### config.mk
export PLATFORM = sky130hd
export DESIGN_NAME = alu_serial_ctrl
export DESIGN_NICKNAME = d
export VERILOG_FILES = /design/src/rtl/alu_pkg.sv /design/src/rtl/alu_ctrl_decode.sv /design/src/rtl/alu_serial_ctrl.sv
export SDC_FILE = /design/constraint.sdc
export NUM_CORES = 1
export LEC_CHECK = 0
export ABC_AREA = 1
export ABC_CLOCK_PERIOD_IN_PS = 2400
export CAP_MARGIN = 10
export CORE_MARGIN = 5
export CORE_UTILIZATION = 35
export DETAILED_ROUTE_END_ITERATION = 12
export PLACE_DENSITY = 0.66
export SLEW_MARGIN = 20
export SYNTH_ARGS = -nofsm -noshare
export SYNTH_HDL_FRONTEND = slang
export SYNTH_SLANG_ARGS = --single-unit
### constraint.sdc
create_clock -name clk -period 2.4 [get_ports clk]
set_input_delay 0.48 -clock clk [delete_from_list [all_inputs] [get_ports clk]]
set_output_delay 0.48 -clock clk [all_outputs]
set_load 0.02 [all_outputs]
### src/rtl/alu_pkg.sv
// ----------------------------------------------------------------------------
// alu_pkg
// Shared definitions for the bit-serial ALU sequencer:
//   - 4-bit MIPS-style ALU control codes accepted on the request port
//   - 2-bit mux-select encodings understood by the 1-bit ALU cell
//   - sequencer state enumeration
//   - decoded-control record produced by alu_ctrl_decode
// ----------------------------------------------------------------------------
package alu_pkg;

    // ALU control codes
    localparam logic [3:0] CTRL_AND = 4'b0000;
    localparam logic [3:0] CTRL_OR  = 4'b0001;
    localparam logic [3:0] CTRL_ADD = 4'b0010;
    localparam logic [3:0] CTRL_SUB = 4'b0110;
    localparam logic [3:0] CTRL_SLT = 4'b0111;
    localparam logic [3:0] CTRL_NOR = 4'b1100;

    // Cell result-mux select
    localparam logic [1:0] OP_AND  = 2'b00;
    localparam logic [1:0] OP_OR   = 2'b01;
    localparam logic [1:0] OP_ADD  = 2'b10;
    localparam logic [1:0] OP_LESS = 2'b11;

    // Sequencer states
    typedef enum logic [1:0] {
        IDLE = 2'b00,
        RUN  = 2'b01,
        DONE = 2'b10
    } state_t;

    // Decoded control for one operation
    typedef struct packed {
        logic       a_inv;
        logic       b_inv;
        logic       ci0;
        logic [1:0] op;
        logic       is_slt;
        logic       is_arith;
        logic       illegal;
    } dec_t;

endpackage

### src/rtl/alu_ctrl_decode.sv
// ----------------------------------------------------------------------------
// alu_ctrl_decode
// Purely combinational decoder from the 4-bit ALU control to the cell drive
// settings (invert flags, initial carry, mux select) plus op classification.
// Unknown codes are executed as AND and flagged illegal.
//   ctrl_i : 4-bit ALU control code
//   dec_o  : decoded-control record
// ----------------------------------------------------------------------------
module alu_ctrl_decode
    import alu_pkg::*;
(
    input  logic [3:0] ctrl_i,
    output dec_t       dec_o
);

    // Control-code lookup
    always_comb begin
        dec_o = '0;
        case (ctrl_i)
            CTRL_AND: begin
                dec_o.op = OP_AND;
            end
            CTRL_OR: begin
                dec_o.op = OP_OR;
            end
            CTRL_ADD: begin
                dec_o.op       = OP_ADD;
                dec_o.is_arith = 1'b1;
            end
            CTRL_SUB: begin
                dec_o.b_inv    = 1'b1;
                dec_o.ci0      = 1'b1;
                dec_o.op       = OP_ADD;
                dec_o.is_arith = 1'b1;
            end
            CTRL_SLT: begin
                dec_o.b_inv    = 1'b1;
                dec_o.ci0      = 1'b1;
                dec_o.op       = OP_LESS;
                dec_o.is_slt   = 1'b1;
                dec_o.is_arith = 1'b1;
            end
            CTRL_NOR: begin
                // ~a & ~b == ~(a | b)
                dec_o.a_inv = 1'b1;
                dec_o.b_inv = 1'b1;
                dec_o.op    = OP_AND;
            end
            default: begin
                dec_o.op      = OP_AND;
                dec_o.illegal = 1'b1;
            end
        endcase
    end

endmodule

### src/rtl/alu_serial_ctrl.sv
// ----------------------------------------------------------------------------
// alu_serial_ctrl
// Bit-serial sequencer driving an external 1-bit ALU cell, LSB first, one
// operand bit per cycle, carrying the cell's carry-out between cycles.
//   clk, rst_n            : clock, asynchronous active-low reset
//   req_valid/req_ready   : request handshake; req_ctrl, req_a, req_b payload
//   rsp_valid/rsp_ready   : response handshake
//   rsp_result/zero/cout/ovf/illegal : response payload (registered)
//   cell_a_invert, cell_b_invert, cell_ci, cell_op, cell_a, cell_b,
//   cell_less             : drive to the cell (all 0 outside RUN)
//   cell_result, cell_co, cell_set : combinational cell outputs
// ----------------------------------------------------------------------------
module alu_serial_ctrl
    import alu_pkg::*;
#(
    parameter int W = 32
) (
    input  logic         clk,
    input  logic         rst_n,
    input  logic         req_valid,
    output logic         req_ready,
    input  logic [3:0]   req_ctrl,
    input  logic [W-1:0] req_a,
    input  logic [W-1:0] req_b,
    output logic         rsp_valid,
    input  logic         rsp_ready,
    output logic [W-1:0] rsp_result,
    output logic         rsp_zero,
    output logic         rsp_cout,
    output logic         rsp_ovf,
    output logic         rsp_illegal,
    output logic         cell_a_invert,
    output logic         cell_b_invert,
    output logic         cell_ci,
    output logic [1:0]   cell_op,
    output logic         cell_a,
    output logic         cell_b,
    output logic         cell_less,
    input  logic         cell_result,
    input  logic         cell_co,
    input  logic         cell_set
);

    localparam int IDX_W = (W > 1) ? $clog2(W) : 1;
    localparam logic [IDX_W-1:0] LAST_IDX = IDX_W'(W - 1);

    dec_t dec_s;

    state_t           state_q,    state_d;
    logic [W-1:0]     a_q,        a_d;
    logic [W-1:0]     b_q,        b_d;
    logic             a_inv_q,    a_inv_d;
    logic             b_inv_q,    b_inv_d;
    logic [1:0]       op_q,       op_d;
    logic             is_slt_q,   is_slt_d;
    logic             is_arith_q, is_arith_d;
    logic             illegal_q,  illegal_d;
    logic [IDX_W-1:0] idx_q,      idx_d;
    logic             carry_q,    carry_d;
    logic [W-1:0]     res_q,      res_d;
    logic [W-1:0]     rsp_result_q,  rsp_result_d;
    logic             rsp_zero_q,    rsp_zero_d;
    logic             rsp_cout_q,    rsp_cout_d;
    logic             rsp_ovf_q,     rsp_ovf_d;
    logic             rsp_illegal_q, rsp_illegal_d;
    logic             ovf_s;
    logic [W-1:0]     final_res_s;

    alu_ctrl_decode u_decode (
        .ctrl_i (req_ctrl),
        .dec_o  (dec_s)
    );

    // Next-state logic: accept, serial bit loop, response handshake
    always_comb begin
        state_d       = state_q;
        a_d           = a_q;
        b_d           = b_q;
        a_inv_d       = a_inv_q;
        b_inv_d       = b_inv_q;
        op_d          = op_q;
        is_slt_d      = is_slt_q;
        is_arith_d    = is_arith_q;
        illegal_d     = illegal_q;
        idx_d         = idx_q;
        carry_d       = carry_q;
        res_d         = res_q;
        rsp_result_d  = rsp_result_q;
        rsp_zero_d    = rsp_zero_q;
        rsp_cout_d    = rsp_cout_q;
        rsp_ovf_d     = rsp_ovf_q;
        rsp_illegal_d = rsp_illegal_q;
        ovf_s         = 1'b0;
        final_res_s   = '0;
        case (state_q)
            IDLE: begin
                if (req_valid) begin
                    a_d        = req_a;
                    b_d        = req_b;
                    a_inv_d    = dec_s.a_inv;
                    b_inv_d    = dec_s.b_inv;
                    op_d       = dec_s.op;
                    is_slt_d   = dec_s.is_slt;
                    is_arith_d = dec_s.is_arith;
                    illegal_d  = dec_s.illegal;
                    idx_d      = '0;
                    carry_d    = dec_s.ci0;
                    res_d      = '0;
                    state_d    = RUN;
                end else begin
                    state_d = IDLE;
                end
            end
            RUN: begin
                res_d[idx_q] = cell_result;
                carry_d      = cell_co;
                idx_d        = idx_q + IDX_W'(1);
                if (idx_q == LAST_IDX) begin
                    // MSB cycle: carry-in vs carry-out of the sign cell gives
                    // signed overflow; SLT's true sign is set ^ overflow.
                    ovf_s = carry_q ^ cell_co;
                    if (is_slt_q) begin
                        final_res_s = {{(W-1){1'b0}}, cell_set ^ ovf_s};
                    end else begin
                        final_res_s = res_d;
                    end
                    rsp_result_d  = final_res_s;
                    rsp_zero_d    = (final_res_s == '0);
                    rsp_cout_d    = cell_co;
                    rsp_ovf_d     = is_arith_q & ovf_s;
                    rsp_illegal_d = illegal_q;
                    idx_d         = '0;
                    state_d       = DONE;
                end else begin
                    state_d = RUN;
                end
            end
            DONE: begin
                if (rsp_ready) begin
                    state_d = IDLE;
                end else begin
                    state_d = DONE;
                end
            end
            default: begin
                state_d = IDLE;
            end
        endcase
    end

    // State and datapath registers
    always_ff @(posedge clk or negedge rst_n) begin
        if (!rst_n) begin
            state_q       <= IDLE;
            a_q           <= '0;
            b_q           <= '0;
            a_inv_q       <= 1'b0;
            b_inv_q       <= 1'b0;
            op_q          <= 2'b00;
            is_slt_q      <= 1'b0;
            is_arith_q    <= 1'b0;
            illegal_q     <= 1'b0;
            idx_q         <= '0;
            carry_q       <= 1'b0;
            res_q         <= '0;
            rsp_result_q  <= '0;
            rsp_zero_q    <= 1'b0;
            rsp_cout_q    <= 1'b0;
            rsp_ovf_q     <= 1'b0;
            rsp_illegal_q <= 1'b0;
        end else begin
            state_q       <= state_d;
            a_q           <= a_d;
            b_q           <= b_d;
            a_inv_q       <= a_inv_d;
            b_inv_q       <= b_inv_d;
            op_q          <= op_d;
            is_slt_q      <= is_slt_d;
            is_arith_q    <= is_arith_d;
            illegal_q     <= illegal_d;
            idx_q         <= idx_d;
            carry_q       <= carry_d;
            res_q         <= res_d;
            rsp_result_q  <= rsp_result_d;
            rsp_zero_q    <= rsp_zero_d;
            rsp_cout_q    <= rsp_cout_d;
            rsp_ovf_q     <= rsp_ovf_d;
            rsp_illegal_q <= rsp_illegal_d;
        end
    end

    // Cell drive: only active while stepping through bits
    always_comb begin
        cell_a_invert = 1'b0;
        cell_b_invert = 1'b0;
        cell_ci       = 1'b0;
        cell_op       = 2'b00;
        cell_a        = 1'b0;
        cell_b        = 1'b0;
        if (state_q == RUN) begin
            cell_a_invert = a_inv_q;
            cell_b_invert = b_inv_q;
            cell_ci       = carry_q;
            cell_op       = op_q;
            cell_a        = a_q[idx_q];
            cell_b        = b_q[idx_q];
        end else begin
            cell_op = 2'b00;
        end
    end

    assign cell_less   = 1'b0;
    assign req_ready   = (state_q == IDLE);
    assign rsp_valid   = (state_q == DONE);
    assign rsp_result  = rsp_result_q;
    assign rsp_zero    = rsp_zero_q;
    assign rsp_cout    = rsp_cout_q;
    assign rsp_ovf     = rsp_ovf_q;
    assign rsp_illegal = rsp_illegal_q;

endmodule
==> After elaboration in Yosys (flattened, before gate mapping) <==
Cells that the tools add are included.
W data, S select, Z words.
{ "classes": {"reduce_logical": 13, "bitwise_logic": 3, "n_addsub": 1, "n_div": 0, "n_lt_le_gt_ge": 2, "shifts": 0, "n_mux": 34, "mul": 0, "eq_ne": 9} }
{ "ops": {"columns": ["operator", "count"], "rows": [
  ["$mux W32", 4],
  ["$pmux W32 S2", 1],
  ["$bwmux W32", 1],
  ["$logic_not A32 Y1", 1],
  ["$mux W1", 16],
  ["$pmux W2 S3", 2],
  ["$bmux W1 S5", 2],
  ["$mux W5", 2],
  ["$pmux W5 S2", 1],
  ["$eq A4 B3 Y1 const B", 2],
  ["$lt A5 B6 Y1 const B", 1],
  ["$mux W2", 3],
  ["$reduce_and A2 Y1", 3],
  ["$reduce_or A3 Y1", 2],
  ["$reduce_or A6 Y1", 1],
  ["$add A5 B1 Y5 const B", 1],
  ["$demux W1 S5", 1],
  ["$eq A5 B5 Y1 const B", 1],
  ["$ge A5 B1 Y1 const B", 1],
  ["$eq A4 B1 Y1 const B", 1],
  ["$eq A4 B2 Y1 const B", 1],
  ["$eq A4 B4 Y1 const B", 1],
  ["$logic_not A4 Y1", 1],
  ["$reduce_or A2 Y1", 2],
  ["9 further kinds", 10]
]} }
{ "word_totals": {"inputBits": 75, "ff_bits": 147, "out_inout_bits": 46, "romBits": 0, "word_cells": 79, "latch_bits": 0, "mem_count": 0, "ram_bits": 0} }

==> Longest topological paths before layout <==
Gate-level depths: netlist (run 1).
{ "depth": {"depth_word": 9, "ltp_mapped": 14, "ltp_nobuf": 11} }

==> Hierarchy <==
Synthesis (run 1) repeated with hierarchy kept, for this count alone.
{ "hier_totals": {"cells_unflattened": 940, "area_unflattened_um2": 7273.2} }
{ "modules_own_cells": {"columns": ["mod", "cells_each", "area_each_um2", "seq_area_each_um2", "n_inst"], "rows": [
  ["alu_serial_ctrl", 918, 7179.4, 3678.5, 1],
  ["alu_ctrl_decode", 22, 93.8, 0.0, 1]
]} }

==> Least setup slack after synthesis (run 1) <==
OpenSTA, ideal clock, no wires.
{ "synth_path": {"path_type": "reg2reg", "startpoint": "register idx_q[0]", "endpoint": "register rsp_zero_q (netlist: rsp_zero)", "synth_period_minus_slack_ns": 2.165, "slack_ns": 0.235, "path_stages_with_launch": 14, "n_path_buf": 3, "required_time_ns": 2.334, "t_arrival_ns": 2.100, "setup_ns": 0.066, "cell_sequence": "dfrtp_1 > buf_2 > inv_1 > clkbuf_1 > ha_1 > clkbuf_1 > nand4_1 > nand3_1 > nand2_1 > nor2_1 > nand2_1 > nor2_1 > nand3_1 > nand2_1"} }
{ "synth_via": {"elab_chain_len": 9, "word_cells_on_any_way": 12, "classes_between": "order compare (2); eq/ne (1); mux (6); reduce/logical (3)"} }
{ "synth_lines": {"columns": ["element", "line", "text"], "rows": [
  ["start, declared", "alu_serial_ctrl.sv:58", "logic [IDX_W-1:0] idx_q, idx_d;"],
  ["start signal, assigned", "alu_serial_ctrl.sv:181", "idx_q <= idx_d;"],
  ["$lt A5 B6 Y1 (not written as such) or $ge A5 B1 Y1 (tied branches)", "alu_serial_ctrl.sv:115", "res_d[idx_q] = cell_result;"],
  ["$logic_and A1 B1 Y1 (not written as such)", "alu_serial_ctrl.sv:115", null],
  ["$mux W1 (not written as such)", "alu_serial_ctrl.sv:115", null],
  ["$demux W1 S5", "alu_serial_ctrl.sv:115", null],
  ["$bwmux W32", "alu_serial_ctrl.sv:115", null],
  ["$mux W32", "alu_serial_ctrl.sv:122", "if (is_slt_q) begin"],
  ["$mux W32", "alu_serial_ctrl.sv:118", "if (idx_q == LAST_IDX) begin"],
  ["$mux W32", "alu_serial_ctrl.sv:95", "case (state_q)"],
  ["$logic_not A32 Y1", "alu_serial_ctrl.sv:128", "rsp_zero_d = (final_res_s == '0);"],
  ["end signal, assigned", "alu_serial_ctrl.sv:185", "rsp_zero_q <= rsp_zero_d;"],
  ["end, declared", "alu_serial_ctrl.sv:62", "logic rsp_zero_q, rsp_zero_d;"]
]} }
Parallel ways exist; a longest one is shown, timed or not. The select of a mux whose other input is x is not followed.
A chain may end at the register's enable or synchronous reset.

==> Final worst setup path (run 1) <==
{ "layout_path": {"startpoint": "register idx_q[0]", "endpoint": "output cell_b"} }
{ "layout_via": {"elab_chain_len": 3} }
{ "layout_lines": {"columns": ["element", "line", "text"], "rows": [
  ["$bmux W1 S5", "alu_serial_ctrl.sv:206", "cell_b = b_q[idx_q];"],
  ["$mux W1 (not written as such)", "alu_serial_ctrl.sv:206", null],
  ["$mux W1", "alu_serial_ctrl.sv:200", "if (state_q == RUN) begin"],
  ["end, declared", "alu_serial_ctrl.sv:37", "output logic cell_b,"]
]} }
No other way between the ends. The select of a mux whose other input is x is not followed.

==> results_dict.tcl, run 1 <==
set metrics [dict create \
    grt_max_degree 76 \
    cts-htree-levels 4 \
    hp-class "primary input to async pin" \
    run_status "complete, no violations" \
    grt_first_pass_wirelength_um 32900 \
    synth_warnings 0 \
    clkTransAtPathRegs_ns 0.06 \
    gp_congestion 0.814 \
    slew_viol_final 0 \
    synthTopCellsByCount "nand2_1 (321), dfrtp_1 (147), o21ai_0 (109)" \
    fp.dieW_um 153 \
    rows 52 \
    drc 0 \
    start_util_pct 35.5 \
    instances_no_fill 1356 \
    max_freq_mhz 425 \
    cts.sinks 147 \
    p_leak_uw 0.00474 \
    cts_tree "done" \
    ctsHoldBuffers 0 \
    core_mm2 0.0202 \
    viasPerCell 4.93 \
    port_buffers 119 \
    dpl.cell_count 1323 \
    crit_path_start_kind "register" \
    yosys-top-cells-area "dfrtp_1 (51%), nand2_1 (17%), o21ai_0 (7.6%)" \
    ys_seq_elements 147 \
    syn_area_mm2 0.00717 \
    n_fill_cell 1989 \
    place_ws_ns -0.0335 \
    firstDrtPassIters 5 \
    numCtsBuffers 17 \
    place_area_mm2 0.00904 \
    synth_most_common_cell "nand2_1" \
    yosysTopAreaCell "dfrtp_1" \
    tightest_slew_ns 0.689 \
    wirelength_um 19900 \
    drive_gt1_share_pct 11.8 \
    vias 6686 \
    fp.dieH_um 153 \
    synth_edf_count 0 \
    finalPower_uw 13200 \
    async_reset_ff_share_pct 100 \
    yosysSeqAreaShare_pct 51.3 \
    synth_cells 922 \
    maxCapViolCount 0 \
    pwr_density_cell_mw_per_mm2 1360 \
    hpwl_um 14000 \
    finalHoldViolations 0 \
    ir_drop_mv 0.655 \
    die_area_mm2 0.0234 \
    wl_per_cell_um 14.7 \
    drtIter0Drc 498 \
    final_nets 1155 \
    final_area_mm2 0.00969 \
    finalCritPeriodShare_pct 98.0 \
    ctsLongestPathBuffers 2 \
    synth_ff_type "dfrtp_1" \
    cts_root_buf "clkbuf_16" \
    setup_ws_ns 0.0470 \
    gr-total-overflow 0 \
    synth_cell_types 34 \
    track_usage_pct 16.9 \
    clock-skew-final_ns 0.00865 \
    syn_avg_cell_area_um2 7.77 \
    antenna_cells 0 \
    ant_nets 0 \
    grt_pass1_vias 6535 \
    synth.net_count 1002 \
    synth_top_area_share_pct 51.3 \
    syn2layout_area_growth_pct 35.2 \
    required_ns 1.92 \
    min_period_ns 2.35 \
    clock_latency_ns 0.44 \
    finalSetupViolCount 0 \
    rsz0062_at_grt "yes" \
    crit_fanout 34 \
    io_pins 121 \
    relSlewSlack_pct 54.0 \
    crit_path_end_kind "output pin" \
    antenna_found_initial 0 \
    cp.arrival_ns 1.87 \
    path_class "register to output pin" \
]
[registers in the layout, summed over array words and instances, names as in the netlist]
| name | count |
|---|---|
| a_q | 32 |
| b_q | 32 |
| res_q | 32 |
| rsp_result | 32 |
| idx_q | 5 |
| op_q | 2 |
| state_q | 2 |
| a_inv_q | 1 |
| b_inv_q | 1 |
| carry_q | 1 |
| illegal_q | 1 |
| is_arith_q | 1 |
| is_slt_q | 1 |
| rsp_cout | 1 |
| rsp_illegal | 1 |
| rsp_ovf | 1 |
| rsp_zero | 1 |
[critical path, cell delays in order, from the launching register on]
cell	delay, ns
dfrtp_1	0.43
buf_12	0.18
a21oi_1	0.14
o21ai_0	0.10
o21ai_1	0.10
nand2_1	0.07
nand4_1	0.10
o21a_1	0.17
buf_6	0.13
[timing repair]
action                                  in CTS  in global routing
setup buffers                                1                  1
gates resized for setup                     13                 36
endpoints found under the setup margin       3                  8
gates cloned                                 0                  1
[metrics by stage]
stage,util [%],TNS (ns),hold slack [ns]
after floorplan,-,0,0.184
after global placement,44.8,-0.000503,0.460
after detailed placement,44.8,-0.0452,0.461
after CTS,47.8,0,0.0610
after global routing,48.1,-0.0524,0.0854
final,48.1,0,0.0301
[cell usage in the layout, fill, tap and decap left out, drive strengths merged, types with 2 or more instances in the layout]
cell / netlist / layout
nand2: 323 / 323
dfrtp: 147 / 147
clkdlybuf4s50: 0 / 111
o21ai: 109 / 109
nand3: 89 / 89
buf: 21 / 76
nor2: 61 / 61
inv: 57 / 58
nand4: 30 / 30
clkbuf: 37 / 18
o22ai: 17 / 17
nor3: 6 / 6
a21oi: 5 / 5
ha: 5 / 5
clkinv: 1 / 5
clkinvlp: 0 / 4
dlymetal6s2s: 0 / 4
o21a: 3 / 3
bufinv: 0 / 3
o211ai: 2 / 2
or2: 2 / 2
[power breakdown]
part           switching (µW)  internal (µW)
registers                 632           3600
logic                    3650           2630
clock network            1080           1630
[cell families (layout without fill, tap and decap cells)]
| family | count (synthesis) | in the layout | share of synthesized area (%) |
|---|---|---|---|
| other | 1 | 1 | 0.0523 |
| and+or+nand+nor | 513 | 513 | 30.7 |
| adders and majority gates | 5 | 5 | 0.873 |
| AOI/OAI and AO/OA | 140 | 140 | 10.4 |
| buffers and inverters | 116 | 280 | 6.65 |
| DFF | 147 | 147 | 51.3 |
[cell type report]
class | instances | area, µm² | area share (%)
Clock buffer | 18 | 429 | 4.43
Clock inverter | 12 | 160 | 1.65
Inverter | 58 | 218 | 2.25
Multi-Input combinational cell | 659 | 3020 | 31.2
Sequential cell | 147 | 3680 | 38.0
Tap cell | 270 | 338 | 3.49
Timing Repair Buffer | 192 | 1840 | 19.0
[layer usage]
metal / track usage (%) / part of all wire [%] / vias up
met3: 4.07 / 6.1 / 25
li1: - / - / 3319
met1: 22.9 / 46 / 3148
met4: 4.92 / 1.5 / 0
met5: 0 / 0 / -
met2: 27.2 / 46 / 194
[path summary, 6_finish.rpt]
check,cells after the start,start,to,slack (ns)
min in group clk,2,rsp_result[10],rsp_result[10],0.48
hold reg to reg,2,rsp_result[10],rsp_result[10],0.48
max in group asynchronous,2,rst_n,illegal_q,1.71
hold / removal,1,rst_n,rsp_result[2],0.03
setup reg to reg,11,idx_q[0],rsp_zero,0.07
setup / recovery,8,idx_q[0],cell_b,0.05
Note: power is estimated with default switching activity, not from simulation.
==> run 2: changes to the inputs <==
- CORE_MARGIN: 5 -> unset
==> results_dict.tcl, run 2 (synthesis gave the netlist of run 1 again) <==
set metrics [dict create \
    layout_commonest_cell "nand2_1" \
    grt_pass1_vias 6405 \
    wl_met1_um 9250 \
    cts_root_buf "clkbuf_16" \
    core_mm2 0.0198 \
    finalPower_uw 13100 \
    worstReg2RegEnd "rsp_result[12]" \
    ctsHoldBuffers 0 \
    met3WireLength_um 769 \
    grt_max_degree 76 \
    pwr_density_cell_mw_per_mm2 1360 \
    track_usage_pct 19.1 \
    gr-total-overflow 0 \
    p_leak_uw 0.00465 \
    path_class "register to output pin" \
    finalHoldViolations 0 \
    path_delay_family "flip-flops" \
    fp.dieH_um 145 \
    finalCritPeriodShare_pct 99.8 \
    cts_tree "done" \
    tightest_slew_ns 0.666 \
    numCtsBuffers 17 \
    drtIter0Drc 468 \
    wirelength_um 19300 \
    wl_per_cell_um 14.4 \
    firstDrtPassIters 5 \
    clock_latency_ns 0.43 \
    crit_path_start_kind "register" \
    cts.sinks 147 \
    hpwl_um 13400 \
    crit_buf_inv 3 \
    io_pins 121 \
    clock-skew-final_ns 0.00846 \
    hp-class "primary input to async pin" \
    place_area_mm2 0.00897 \
    final_core_util_pct 48.5 \
    ant_nets 0 \
    gp_congestion 0.810 \
    rsz0062_at_grt "yes" \
    clkTransAtPathRegs_ns 0.06 \
    min_period_ns 2.39 \
    syn2layout_area_growth_pct 33.9 \
    finalSetupViolCount 0 \
    tns_ns 0 \
    ctsLongestPathBuffers 2 \
    slowest_delay_ns 0.45 \
    grt_first_pass_wirelength_um 32500 \
    slew_viol_final 0 \
    die_area_mm2 0.0211 \
    port_buffers 119 \
    r2r_start "idx_q[0]" \
    crit_path_end_kind "output pin" \
    r2r_slack_ns 0.16 \
    run_status "complete, no violations" \
    max_freq_mhz 418 \
    final_area_mm2 0.00960 \
    drive_gt1_share_pct 10.4 \
    dr.max_layer_used "met4" \
    required_ns 1.92 \
    slowest_stage "dfrtp_2" \
    final_cell_mix "nand2_1 (320), dfrtp_1 (145), clkdlybuf4s50_1 (111)" \
    wl_met2_um 8960 \
    antenna_cells 0 \
    rows 51 \
    cp.arrival_ns 1.91 \
    drc 0 \
    crit_chain "inv_4, buf_12, nor2_1, o22ai_1, nand2_1, nand4_1, o21a_1, buf_6" \
    fp.dieW_um 145 \
    post-cts-setup-buffers 0 \
    relSlewSlack_pct 55.6 \
    reg2regPathDepth 11 \
    cts-htree-levels 4 \
    crit_fanout 14 \
    antenna_found_initial 0 \
    start_util_pct 36.2 \
    viasPerCell 4.91 \
    ir_drop_mv 0.607 \
    maxCapViolCount 0 \
    vias 6572 \
    final_nets 1141 \
]
## run 2: cell count changes in the layout (fill, tap and decap cells not counted), sizes merged, moves of 3 or more
cell,previous run,this run
clkinvlp,4,1
dlymetal6s2s,4,0
buf,76,61
dlygate4sd2,1,5
clkbuf,18,24
## run 2: metrics by stage
step	cells	worst slack (ns)	hold slack [ns]
3_3_place_gp	1306	0.0413	0.456
5_1_grt	1338	-0.0570	0.0239
4_1_cts	1337	0.00885	0.00901
2_1_floorplan	922	0.235	0.184
6_report	1338	0.00581	0.00117
3_5_place_dp	1306	0.0301	0.458
## run 2: timing repair
| item | in CTS | in global routing |
|---|---|---|
| resized for setup | 16 | 26 |
| pin swaps | 1 | 1 |
| gates cloned | 0 | 1 |
| setup endpoints to repair | 8 | 39 |
## run 2: layout make-up
type                            count  area [µm²]
Timing Repair Buffer              178        1770
Fill cell                        1924       10200
Clock inverter                      8         104
Multi-Input combinational cell    659        3020
Sequential cell                   147        3680
Inverter                           58         220
Tap cell                          265         332
Clock buffer                       23         468
## run 2: worst max-delay path by stage
| stage | startpoint | end | slack (ns) | cells after the start |
|---|---|---|---|---|
| floorplan | idx_q[0] | rsp_zero | 0.23 | 13 |
| global placement | idx_q[0] | cell_a | 0.04 | 8 |
| detailed placement | idx_q[0] | cell_a | 0.03 | 8 |
| CTS | idx_q[0] | rsp_result[12] | 0.009 | 11 |
| global route | idx_q[0] | cell_a | -0.06 | 8 |
| finish | idx_q[0] | cell_a | 0.006 | 8 |
## run 2: where the power goes
| part | total, µW | switching [µW] | leakage, µW | internal [µW] |
|---|---|---|---|---|
| Sequential | 4240 | 640 | 0.00177 | 3600 |
| Combinational | 6210 | 3620 | 0.00260 | 2590 |
| Clock | 2620 | 1040 | 0.000277 | 1580 |
## run 2: layer usage
layer	up-vias	global-route usage (%)
li1	3300	-
met1	3075	26.6
met2	173	29.4
met3	24	3.96
met4	0	6.79
met5	-	0
